## config.mk

```make
export PLATFORM = sky130hd
export DESIGN_NAME = penc_seq
export DESIGN_NICKNAME = d
export VERILOG_FILES = /design/src/rtl/penc_seq.sv
export SDC_FILE = /design/constraint.sdc
export NUM_CORES = 1
export LEC_CHECK = 0
export ABC_AREA = 1
export ABC_CLOCK_PERIOD_IN_PS = 1550
export BUFFER_PORTS_ARGS = -buffer_cell sky130_fd_sc_hd__buf_2
export CAP_MARGIN = 20
export CORE_MARGIN = 2
export CORE_UTILIZATION = 30
export DETAILED_ROUTE_END_ITERATION = 6
export HOLD_SLACK_MARGIN = 0.03
export PLACE_DENSITY = 0.51
export SLEW_MARGIN = 20
export SYNTH_ARGS = -nofsm -noshare
export SYNTH_HDL_FRONTEND = slang
export SYNTH_SLANG_ARGS = --single-unit
```

## constraint.sdc

```tcl
create_clock -name clk -period 1.55 [get_ports clk]
set_clock_uncertainty 0.05 [all_clocks]
set_input_delay 0.2325 -clock clk [delete_from_list [all_inputs] [get_ports clk]]
set_output_delay 0.2325 -clock clk [all_outputs]
set_load 0.1 [all_outputs]
```

## src/rtl/penc_seq.sv

```systemverilog
// penc_seq: sequential priority encoder.
// Accepts a WIDTH-bit request vector over valid/ready. It then emits the index of
// every set bit, one beat per cycle, from the highest bit down. out_last marks the
// final beat of each vector.
// An all-zero vector produces a single beat with out_idx=0, out_zero=1, out_last=1.
//
// Optional feature (macro PENC_SEQ_CNT_EN): adds out_cnt, the popcount of the
// accepted vector, registered at acceptance.
//
// Ports:
//   clk, rst   rising-edge clock, synchronous active-high reset
//   in_valid   in_vec is presented
//   in_ready   block can accept a vector this cycle (depends on out_ready)
//   in_vec     request vector, bit WIDTH-1 highest priority
//   out_valid  out_idx/out_last/out_zero are valid
//   out_ready  consumer takes the current beat
//   out_idx    index of the highest remaining set bit
//   out_last   current beat is the final beat of the vector
//   out_zero   accepted vector was all zeros
//   out_cnt    popcount of the accepted vector (PENC_SEQ_CNT_EN only)
//   busy       a vector is held
module penc_seq #(
    parameter  int unsigned WIDTH = 8,
    localparam int unsigned IDXW  = $clog2(WIDTH)
) (
    input  logic              clk,
    input  logic              rst,
    input  logic              in_valid,
    output logic              in_ready,
    input  logic [WIDTH-1:0]  in_vec,
    output logic              out_valid,
    input  logic              out_ready,
    output logic [IDXW-1:0]   out_idx,
    output logic              out_last,
    output logic              out_zero,
`ifdef PENC_SEQ_CNT_EN
    output logic [IDXW:0]     out_cnt,
`endif
    output logic              busy
);

    localparam int unsigned CNTW = IDXW + 1;

    typedef enum logic {
        IDLE = 1'b0,
        SCAN = 1'b1
    } state_t;

    state_t             state_q, state_d;
    logic [WIDTH-1:0]   pend_q, pend_d;
    logic               zflag_q, zflag_d;
    logic [IDXW-1:0]    hi_idx;
    logic               single;
    logic               accept;

    // Highest set bit of pend; ascending scan so the top bit wins.
    always_comb begin
        hi_idx = '0;
        for (int unsigned i = 0; i < WIDTH; i++) begin
            if (pend_q[i]) hi_idx = IDXW'(i);
        end
    end

    // At most one bit left: this beat is the last of the vector.
    assign single = ((pend_q & (pend_q - WIDTH'(1))) == '0);

    // State register.
    always_ff @(posedge clk) begin
        if (rst) begin
            state_q <= IDLE;
            pend_q  <= '0;
            zflag_q <= 1'b0;
        end else begin
            state_q <= state_d;
            pend_q  <= pend_d;
            zflag_q <= zflag_d;
        end
    end

    // Next-state and outputs; outputs are forced to 0 while no beat is valid.
    always_comb begin
        state_d   = state_q;
        pend_d    = pend_q;
        zflag_d   = zflag_q;
        in_ready  = 1'b0;
        out_valid = 1'b0;
        out_idx   = '0;
        out_last  = 1'b0;
        out_zero  = 1'b0;
        busy      = 1'b0;
        accept    = 1'b0;

        case (state_q)
            IDLE: begin
                in_ready = 1'b1;
            end
            SCAN: begin
                out_valid = 1'b1;
                busy      = 1'b1;
                out_idx   = hi_idx;
                out_last  = single;
                out_zero  = zflag_q;
                in_ready  = single && out_ready;
                if (out_ready) begin
                    if (!single) begin
                        pend_d[hi_idx] = 1'b0;
                    end else begin
                        state_d = IDLE;
                        pend_d  = '0;
                        zflag_d = 1'b0;
                    end
                end
            end
            default: begin
                state_d = IDLE;
            end
        endcase

        // A new vector on the last beat overrides the return to IDLE.
        accept = in_valid && in_ready;
        if (accept) begin
            state_d = SCAN;
            pend_d  = in_vec;
            zflag_d = (in_vec == '0);
        end
    end

`ifdef PENC_SEQ_CNT_EN
    logic [CNTW-1:0] cnt_q;
    logic [CNTW-1:0] vec_pop;

    // Popcount of the incoming vector.
    always_comb begin
        vec_pop = '0;
        for (int unsigned i = 0; i < WIDTH; i++) begin
            vec_pop = vec_pop + CNTW'(in_vec[i]);
        end
    end

    // Count captured at acceptance, held for all beats of the vector.
    always_ff @(posedge clk) begin
        if (rst)         cnt_q <= '0;
        else if (accept) cnt_q <= vec_pop;
    end

    assign out_cnt = cnt_q;
`endif

endmodule
```

==> implementation parameters, run 1 <==
Parameter                              Value

Synthesis
  Post-synthesis async set-or-reset flop share ... 0
  Yosys warning count ... 0
  Proportion of netlist area held by the largest area contributor ... 0.273
  Syn avg cell area ... 6.86 µm²
  Top_reg_cell synth ... dfxtp_1
  Area of the mapped netlist ... 734 µm²
  Number of flops mapped to enable cells by yosys ... 0
  Seq cells post-synth ... 10
  Top cells by area, synth ... dfxtp_1 27%, nand2_1 15%, a21oi_2 8.3%
  Sequential element share of the synthesized area ... 0.273
  Top-count cell post-synth ... nand2_1
  Syn nets ... 119
  Number of instances in the synthesized netlist ... 107
  Cell types with the highest counts after synthesis ... 29 x nand2_1, 13 x inv_1, 10 x dfxtp_1
  Post-synthesis cell type with the largest combined area ... dfxtp_1
  Count of distinct cell types in the synthesized netlist ... 22

Timing
  Final min period ... 1.72 ns
  Normalized max-slew margin ... 0.680
  Fin worst setup slack ... -0.173 ns
  Worst slew pin tran ... 0.484 ns
  TNS Setup ... -0.460 ns
  RSZ-0062 raised after global routing ... yes
  FMAX ... 0.580 GHz
  Hold Violations, Final ... 0
  Total count of max-transition violations in the final report ... 0
  Fraction of the cycle the final worst path needs ... 1.11
  Setup-violating endpoint count in the final report ... 10

GRT
  All-Layer GR Usage ... 0.157
  Pin count of the biggest net entering global routing ... 11
  Global-route wire length before repair ... 3280 µm
  Vias in the first global route ... 768
  Antenna violations before repair ... 0
  GRT Residual Overflow ... 0

CTS
  Clock network latency to the later pin of the worst-skew pair ... 0.26 ns
  Maximum buffer depth of the clock tree ... 2
  CTS H-tree lvls ... 1
  Hold bufs inserted after CTS ... 0
  Clock-pin slew reported for the worst setup and hold paths after clock tree synthesis ... 0.07 ns
  Number of sinks handled by clock tree synthesis ... 10
  Clock tree from TritonCTS ... yes
  Number of buffers created by CTS ... 3
  Cell at the root of the clock tree ... clkbuf_4

Worst setup path
  Arrival time worst endpoint ... 1.44 ns
  Maximum fanout along the worst path ... 4
  Most common cell on crit path ... nor2_4
  CP cell instances ... nor2_4, nor2_2, nor2_4, nand3_4, buf_4, nor2_4, buf_12
  Largest stage delay on the critical path ... 0.35 ns
  Startpoint Class ... flop
  CP Data Required Time ... 1.27 ns
  Worst setup path category ... reg -> out
  Register-to-Register Path Depth ... 9
  Kind of capture point of the worst setup path ... output pin
  Master of the slowest instance on the critical path ... dfxtp_2

Routing
  Residual DRC ... 0
  Vias after detailed routing ... 754
  Wire length per cell ... 11.2 µm
  Final wirelength ... 1880 µm
  Remaining antenna violation count after routing ... 0
  Vias per std cell ... 4.51
  Number of detailed-routing iterations run before antenna repair ... 4
  Initial DRC count ... 12

Floorplan
  I/O pins ... 20
  Floorplan die area ... 0.00286 mm²
  Floorplan row count ... 17
  Area of the core ... 0.00225 mm²
  Die W ... 53.5 µm
  Starting Density ... 0.326
  Vert. Die Dim ... 53.5 µm

Worst hold path
  Classification of the worst-slack hold path ... in -> reg
  Worst hold path depth ... 3

Placement
  Number of buffers inserted by port buffering ... 19
  Detailed-placement wirelength estimate ... 1520 µm
  Final RePlAce weighted congestion ... 0.758
  Worst setup slack before clock tree synthesis ... -0.00266 ns

Power and ir drop
  Pwr/cell area ... 1020 mW/mm²
  Total Power ... 1.15 mW
  LEAKAGE ... 0.504 nW
  Peak supply drop ... 0.628 mV

Run status
  Violations in the final reports ... setup timing
  Run status ... complete, but fails checks

Cells and area
  Util after Layout ... 0.500
  Antenna diode count ... 0
  Count of nets after finishing ... 152
  Count of fill cells added during filler insertion ... 261
  Fraction of layout cells with a size suffix above 1 ... 0.576
  Area delta synth->final ... 53.5%

Run
  Max_cap viols ... 0
-- worst paths after layout --
kind                             endpoint      start  slack (ns)
worst min-delay path            pend_q[0]  in_vec[0]        0.17
worst max register to register  pend_q[5]  pend_q[3]       -0.01
worst min register to register    zflag_q    zflag_q        0.43
worst max-delay path             out_last  pend_q[3]       -0.17
-- what timing repair did --
item / 4_1_cts / 5_1_grt
gates resized for setup: 8 / 6
buffers inserted: 4 / 1
pin swaps: 6 / 5
setup endpoints to repair: 9 / 13
-- where the power goes --
part | total [mW] | switching, mW | internal, mW
combinational | 0.601 | 0.369 | 0.232
clock | 0.237 | 0.0949 | 0.142
sequential | 0.309 | 0.0304 | 0.279
total | 1.15 | 0.494 | 0.653
-- logic make-up after synthesis --
logic type             synth area share
buffers and inverters             0.107
AOI/OAI and AO/OA                 0.204
and+or+nand+nor                   0.416
DFF                               0.273
-- area by class of cell --
cell class / count / area, µm² / area share
tap: 28 / 35.0 / 0.0311
clock buffer: 4 / 36.3 / 0.0322
sequential: 10 / 215 / 0.191
multi-input combinational: 80 / 526 / 0.466
timing repair buffer: 31 / 260 / 0.231
inverter: 14 / 55.1 / 0.0488
-- state kept, by name, indices dropped and copies added (netlist names) --
| name | flops |
|---|---|
| state_q | 1 |
| zflag_q | 1 |
| pend_q | 8 |
-- per-stage QoR --
stage | cell area (µm²) | hold WS (ns) | instances
detailed placement | 1020 | 0.420 | 158
floorplan | 787 | 0.311 | 107
finish | 1130 | 0.167 | 167
global placement | 1020 | 0.416 | 158
global route | 1130 | 0.161 | 167
CTS | 1100 | 0.162 | 166
-- critical path: cells and delay by family, from the launching register on --
family	cells	cell delay, ns
buffers and inverters	2	0.34
and+or+nand+nor	5	0.48
DFF	1	0.35
-- routing by layer --
metal  vias to the layer above  routed length (µm)  GRT usage
li1                        403                   -          -
met2                        15                 931      0.290
met4                         0                  14     0.0513
met1                       334                 865      0.183
met5                         -                   0          0
met3                         2                  66     0.0198
-- cell usage in the layout (no fill, tap or decap), drive strengths merged --
| master | instances |
|---|---|
| nand2 | 36 |
| buf | 31 |
| a21oi | 15 |
| inv | 14 |
| nor2 | 14 |
| dfxtp | 10 |
| o21ai | 5 |
| clkbuf | 4 |
| nand3 | 3 |
| nand4 | 2 |
| nor4 | 2 |
| o31ai | 1 |
| and2 | 1 |
| or2 | 1 |
Note: power is estimated with default switching activity, not from simulation.
==> run 2: changes to the inputs <==
- CELL_PAD_IN_SITES_DETAIL_PLACEMENT: default -> 0
- CELL_PAD_IN_SITES_GLOBAL_PLACEMENT: default -> 2
- CORE_UTILIZATION: 30 -> 27
- CTS_CLUSTER_SIZE: default -> 28
- PLACE_DENSITY: 0.51 -> 0.77
==> implementation parameters, run 2 (synthesis gave the netlist of run 1 again) <==
Parameter                              Value

Run status
  Run status ... complete, but fails checks
  Violations in the final reports ... setup timing

Routing
  Wire length per cell ... 10.5 µm (-6.2%)
  Final wirelength ... 1820 µm (-2.9%)
  Residual DRC ... 0 (unchanged)
  Initial DRC count ... 13 (+1)
  Remaining antenna violation count after routing ... 0 (unchanged)
  Vias per std cell ... 4.47 (-1.0%)
  Number of detailed-routing iterations run before antenna repair ... 4 (unchanged)
  Vias after detailed routing ... 773 (+2.5%)

CTS
  Clock-pin slew reported for the worst setup and hold paths after clock tree synthesis ... 0.07 ns (about the same)
  Number of buffers created by CTS ... 3 (unchanged)
  Hold bufs inserted after CTS ... 0 (unchanged)
  Clock network latency to the later pin of the worst-skew pair ... 0.26 ns (about the same)
  Clock tree from TritonCTS ... yes
  Cell at the root of the clock tree ... clkbuf_4
  Maximum buffer depth of the clock tree ... 2 (unchanged)
  Number of sinks handled by clock tree synthesis ... 10 (unchanged)
  CTS H-tree lvls ... 1 (unchanged)

GRT
  Global-route wire length before repair ... 3320 µm (+1.0%)
  Pin count of the biggest net entering global routing ... 11 (unchanged)
  All-Layer GR Usage ... 0.131 (-0.0257)
  Antenna violations before repair ... 0 (unchanged)
  Vias in the first global route ... 777 (+1.2%)
  GRT Residual Overflow ... 0 (unchanged)

Timing
  Setup-violating endpoint count in the final report ... 8 (-2)
  Minimum hold slack ... 0.170 ns (+0.00322 ns)
  Total count of max-transition violations in the final report ... 0 (unchanged)
  FMAX ... 0.583 GHz (+0.43%)
  Normalized max-slew margin ... 0.679 (about the same)
  Fraction of the cycle the final worst path needs ... 1.11 (-0.00476)
  RSZ-0062 raised after global routing ... yes
  Final min period ... 1.72 ns (-0.00737 ns)
  Hold Violations, Final ... 0 (unchanged)
  Fin worst setup slack ... -0.166 ns (+0.00737 ns)
  Worst slew pin tran ... 0.484 ns (+0.000204 ns)

Placement
  Number of buffers inserted by port buffering ... 19 (unchanged)
  Detailed-placement wirelength estimate ... 1520 µm (-0.26%)
  Cell Count Post-Placement ... 162 (+2.5%)
  Worst setup slack before clock tree synthesis ... -0.0270 ns (-0.0243 ns)
  Final RePlAce weighted congestion ... 0.715 (-5.7%)

Worst setup path
  CP Data Required Time ... 1.27 ns (about the same)
  Kind of capture point of the worst setup path ... output pin
  Register-to-register path setup slack ... -0.02 ns (about the same)
  Origin of the critical flop-to-flop path ... pend_q[6]
  Register-to-Register Path Depth ... 9 (unchanged)
  Cell depth of the worst setup path ... 7 (unchanged)
  Startpoint Class ... flop
  Arrival time worst endpoint ... 1.43 ns (about the same)
  R2r endpoint ... pend_q[1]
  Maximum fanout along the worst path ... 3 (-1)
  Largest stage delay on the critical path ... 0.35 ns (about the same)
  CP cell instances ... nor2_4, nor2_2, nor2_4, nand3_4, buf_4, nor2_4, buf_12
  Most common cell on crit path ... nor2_4
  Worst Path Buf+Inv ... 2 (unchanged)
  Master of the slowest instance on the critical path ... dfxtp_2
  Worst setup path category ... reg -> out
  CP delay by family, top ... simple AND/OR/NAND/NOR gates

Cells and area
  Final instance count without filler cells ... 173 (+3.6%)
  Util after Layout ... 0.455 (-0.0446)
  Antenna diode count ... 0 (unchanged)
  Leading cell types in the layout, fill and taps excluded ... 23 x nand2_1, 15 x buf_4, 14 x buf_2
  Biggest regs ... pend_q x8, state_q x1, zflag_q x1
  Most common library cell in the layout ignoring fill and taps ... nand2_1
  Fraction of layout cells with a size suffix above 1 ... 0.594 (+0.0189)
  Flip-flop count of the largest register, all copies and words added ... 8 (unchanged)
  Most flops, register ... pend_q
  Area delta synth->final ... 56.4%
  Count of nets after finishing ... 156 (+2.6%)

Floorplan
  I/O pins ... 20 (unchanged)
  Area of the core ... 0.00252 mm² (+12%)
  Vert. Die Dim ... 56.2 µm (+5.0%)
  Floorplan row count ... 18 (+1)
  Die W ... 56.2 µm (+5.0%)
  Floorplan die area ... 0.00315 mm² (+10%)
  Starting Density ... 0.291 (-0.0346)

Worst hold path
  Hold Crit Endpoint ... pend_q[7]
  Source of the worst hold timing path ... in_vec[7]
  Worst hold path depth ... 3 (unchanged)
  Classification of the worst-slack hold path ... in -> reg

Power and ir drop
  LEAKAGE ... 0.515 nW (+2.1%)
  Total Power ... 1.11 mW (-3.0%)
  Pwr/cell area ... 969 mW/mm² (-4.8%)
  Peak supply drop ... 0.738 mV (+18%)

Run
  Max_cap viols ... 0 (unchanged)
==> run 2: final cells by class <==
type                            instances  area [µm²]
Fill cell                             273        1370
Timing Repair Buffer                   35         294
Clock buffer                            4        26.3
Inverter                               14        55.1
Multi-Input combinational cell         80         518
Sequential cell                        10         218
Tap cell                               30        37.5
==> run 2: metrics by stage <==
stage,TNS [ns],area (µm²)
final,-0.506,1150
after CTS,-0.560,1140
after detailed placement,-0.0734,1040
after floorplan,-4.24,787
after global routing,-1.48,1150
after global placement,0,1040
==> run 2: metal layers <==
| layer | global-route usage | up-vias | wire (µm) |
|---|---|---|---|
| met5 | 0 | - | 0 |
| met4 | 0.0408 | 0 | 15 |
| met3 | 0.0186 | 4 | 71 |
| met2 | 0.234 | 19 | 882 |
| met1 | 0.161 | 336 | 853 |
| li1 | - | 414 | - |
==> run 2: worst max path at each step <==
stage / from / end / slack [ns]
final: pend_q[6] / out_last / -0.17
after detailed placement: pend_q[2] / pend_q[2] / -0.03
after global placement: pend_q[5] / pend_q[3] / 0.03
after floorplan: pend_q[7] / pend_q[1] / -0.49
after global routing: pend_q[2] / out_last / -0.23
after CTS: pend_q[3] / out_last / -0.18
==> run 2: power breakdown <==
group	internal, mW	leakage, nW	switching (mW)
sequential	0.278	0.0860	0.0300
clock	0.0992	0.0150	0.0855
combinational	0.251	0.414	0.369
==> run 2: worst reg2reg max path, cell delays in order, from the launching register on <==
cell	delay [ns]
dfxtp_2	0.35
nor2_4	0.14
nor2_2	0.06
nor2_4	0.11
nand3_4	0.09
a21oi_4	0.18
buf_6	0.12
and2_4	0.20
nand2_2	0.07
a21oi_2	0.12
==> run 2: repair_timing <==
item                       in CTS  in global routing
setup buffers                   7                  0
pin swaps                       7                  4
setup endpoints to repair       9                 13
gates resized for setup        14                  2
==> run 3: changes to the inputs <==
- REMOVE_ABC_BUFFERS: default -> 1
==> implementation parameters, run 3 (synthesis gave the netlist of run 1 again) <==
Parameter                              Value

GRT
  Vias in the first global route ... 807 (+3.9%)
  All-Layer GR Usage ... 0.132 (+0.000415)
  Global-route wire length before repair ... 3310 µm (-0.18%)
  Antenna violations before repair ... 0 (unchanged)
  GRT Residual Overflow ... 0 (unchanged)
  Pin count of the biggest net entering global routing ... 11 (unchanged)

Floorplan
  Vert. Die Dim ... 56.2 µm (unchanged)
  Starting Density ... 0.291 (unchanged)
  Die W ... 56.2 µm (unchanged)
  Floorplan die area ... 0.00315 mm² (unchanged)
  Area of the core ... 0.00252 mm² (unchanged)
  Floorplan row count ... 18 (unchanged)
  I/O pins ... 20 (unchanged)

Power and ir drop
  Pwr/cell area ... 936 mW/mm² (-3.4%)
  Peak supply drop ... 0.717 mV (-2.9%)
  LEAKAGE ... 0.526 nW (+2.2%)

Run status
  Violations in the final reports ... setup timing
  Run status ... complete, but fails checks

CTS
  Cell at the root of the clock tree ... clkbuf_4
  Clock network latency to the later pin of the worst-skew pair ... 0.26 ns (about the same)
  CTS H-tree lvls ... 1 (unchanged)
  Hold bufs inserted after CTS ... 0 (unchanged)
  Maximum buffer depth of the clock tree ... 2 (unchanged)
  Clock-pin slew reported for the worst setup and hold paths after clock tree synthesis ... 0.07 ns (about the same)
  Number of buffers created by CTS ... 3 (unchanged)
  Number of sinks handled by clock tree synthesis ... 10 (unchanged)
  Clock tree from TritonCTS ... yes

Timing
  Hold Violations, Final ... 0 (unchanged)
  Fraction of the cycle the final worst path needs ... 1.09 (-0.0191)
  Setup-violating endpoint count in the final report ... 11 (+3)
  Normalized max-slew margin ... 0.759 (+0.0791)
  FMAX ... 0.593 GHz (+1.8%)
  Worst slew pin tran ... 0.359 ns (-0.125 ns)
  Total count of max-transition violations in the final report ... 0 (unchanged)
  RSZ-0062 raised after global routing ... yes
  Minimum hold slack ... 0.165 ns (-0.00554 ns)
  Final min period ... 1.69 ns (-0.0296 ns)
  Fin worst setup slack ... -0.136 ns (+0.0296 ns)

Worst setup path
  Startpoint Class ... flop
  Maximum fanout along the worst path ... 4 (+1)
  Kind of capture point of the worst setup path ... output pin
  CP Data Required Time ... 1.27 ns (about the same)
  Master of the slowest instance on the critical path ... dfxtp_2
  Register-to-register path setup slack ... -0.05 ns (-0.03 ns)
  CP cell instances ... nor2_4, nor2_2, nor2_4, nand3_4, a21oi_4, buf_12
  Most common cell on crit path ... nor2_4
  Origin of the critical flop-to-flop path ... pend_q[3]
  R2r endpoint ... pend_q[4]
  Worst setup path category ... reg -> out
  Arrival time worst endpoint ... 1.40 ns (-0.03 ns)
  Register-to-Register Path Depth ... 9 (unchanged)
  Largest stage delay on the critical path ... 0.35 ns (about the same)

Run
  Max_cap viols ... 0 (unchanged)

Worst hold path
  Classification of the worst-slack hold path ... in -> reg
  Hold Crit Endpoint ... pend_q[0]
  Source of the worst hold timing path ... in_vec[0]
  Worst hold path depth ... 3 (unchanged)

Cells and area
  Biggest regs ... pend_q x8, state_q x1, zflag_q x1
  Count of nets after finishing ... 157 (+0.64%)
  Antenna diode count ... 0 (unchanged)
  Util after Layout ... 0.468 (+0.0129)
  Most flops, register ... pend_q
  Flip-flop count of the largest register, all copies and words added ... 8 (unchanged)
  Leading cell types in the layout, fill and taps excluded ... 25 x nand2_1, 17 x buf_4, 11 x nand2_2, 11 x inv_1, 11 x buf_2
  Most common library cell in the layout ignoring fill and taps ... nand2_1
  Fraction of layout cells with a size suffix above 1 ... 0.608 (+0.0140)
  Area delta synth->final ... 60.8%

Placement
  Final RePlAce weighted congestion ... 0.756 (+5.8%)
  Number of buffers inserted by port buffering ... 19 (unchanged)
  Detailed-placement wirelength estimate ... 1450 µm (-4.3%)

Routing
  Final wirelength ... 1840 µm (+1.0%)
  Vias per std cell ... 4.53 (+1.3%)
  Initial DRC count ... 9 (-4)
  Wire length per cell ... 10.6 µm (+1.0%)
  Vias after detailed routing ... 783 (+1.3%)
  Remaining antenna violation count after routing ... 0 (unchanged)
  Residual DRC ... 0 (unchanged)
  Number of detailed-routing iterations run before antenna repair ... 4 (unchanged)
## run 3: changes by cell type in the layout (fill, tap and decap cells not counted), moves of 2 or more
cell	delta
a21oi_2	+2
buf_12	+3
buf_2	-3
buf_4	+2
inv_2	+2
nand2_1	+2
nand2_2	-2
## run 3: metal layers
layer	GRT usage	part of all wire	up-vias
met1	0.161	0.46	346
met5	0	0	-
li1	-	-	413
met4	0.0714	0.016	0
met2	0.222	0.49	20
met3	0.0163	0.040	4
## run 3: worst max-delay path by stage
stage	start	to	slack [ns]	cells past startpoint
2_1_floorplan	state_q	out_idx[0]	-2.16	2
3_3_place_gp	pend_q[7]	pend_q[4]	0.002	8
3_5_place_dp	pend_q[0]	pend_q[4]	0.01	8
4_1_cts	pend_q[7]	in_ready	-0.17	6
5_1_grt	pend_q[5]	in_ready	-0.21	6
6_report	pend_q[3]	in_ready	-0.14	6
## run 3: repair_timing
item / CTS / global route
gates resized for setup: 23 / 7
pin swaps: 8 / 6
setup endpoints to repair: 9 / 14
setup buffers: 8 / 1
## run 3: area by class of cell
type                            instances  area, µm²
Clock buffer                            3       22.5
Fill cell                             273       1340
Timing Repair Buffer                   36        343
Multi-Input combinational cell         80        504
Sequential cell                        10        221
Inverter                               14       52.6
Tap cell                               30       37.5
## run 3: where the power goes
part,internal (mW),switching (mW),leakage (nW)
registers,0.278,0.0300,0.0867
clock network,0.0895,0.0868,0.0138
logic,0.259,0.363,0.426
total,0.626,0.480,0.526
## run 3: worst max-delay path: cells and delay by family, from the launching register on
family,cells,cell delay [ns]
buf+inv,1,0.19
flops,1,0.35
compound gates,1,0.19
simple gates,4,0.41
## run 3: through the flow
stage / instance area, µm² / setup slack [ns] / setup TNS (ns) / total power [mW] / std cells
after floorplan: 708 / -2.16 / -24.56 / 0.645 / 104
after CTS: 1160 / -0.166 / -0.756 / 1.10 / 172
after detailed placement: 1020 / 0.0128 / 0 / 0.844 / 161
after global placement: 1020 / 0.00247 / 0 / 0.846 / 161
after global routing: 1180 / -0.208 / -1.61 / 1.18 / 173
final: 1180 / -0.136 / -0.506 / 1.11 / 173
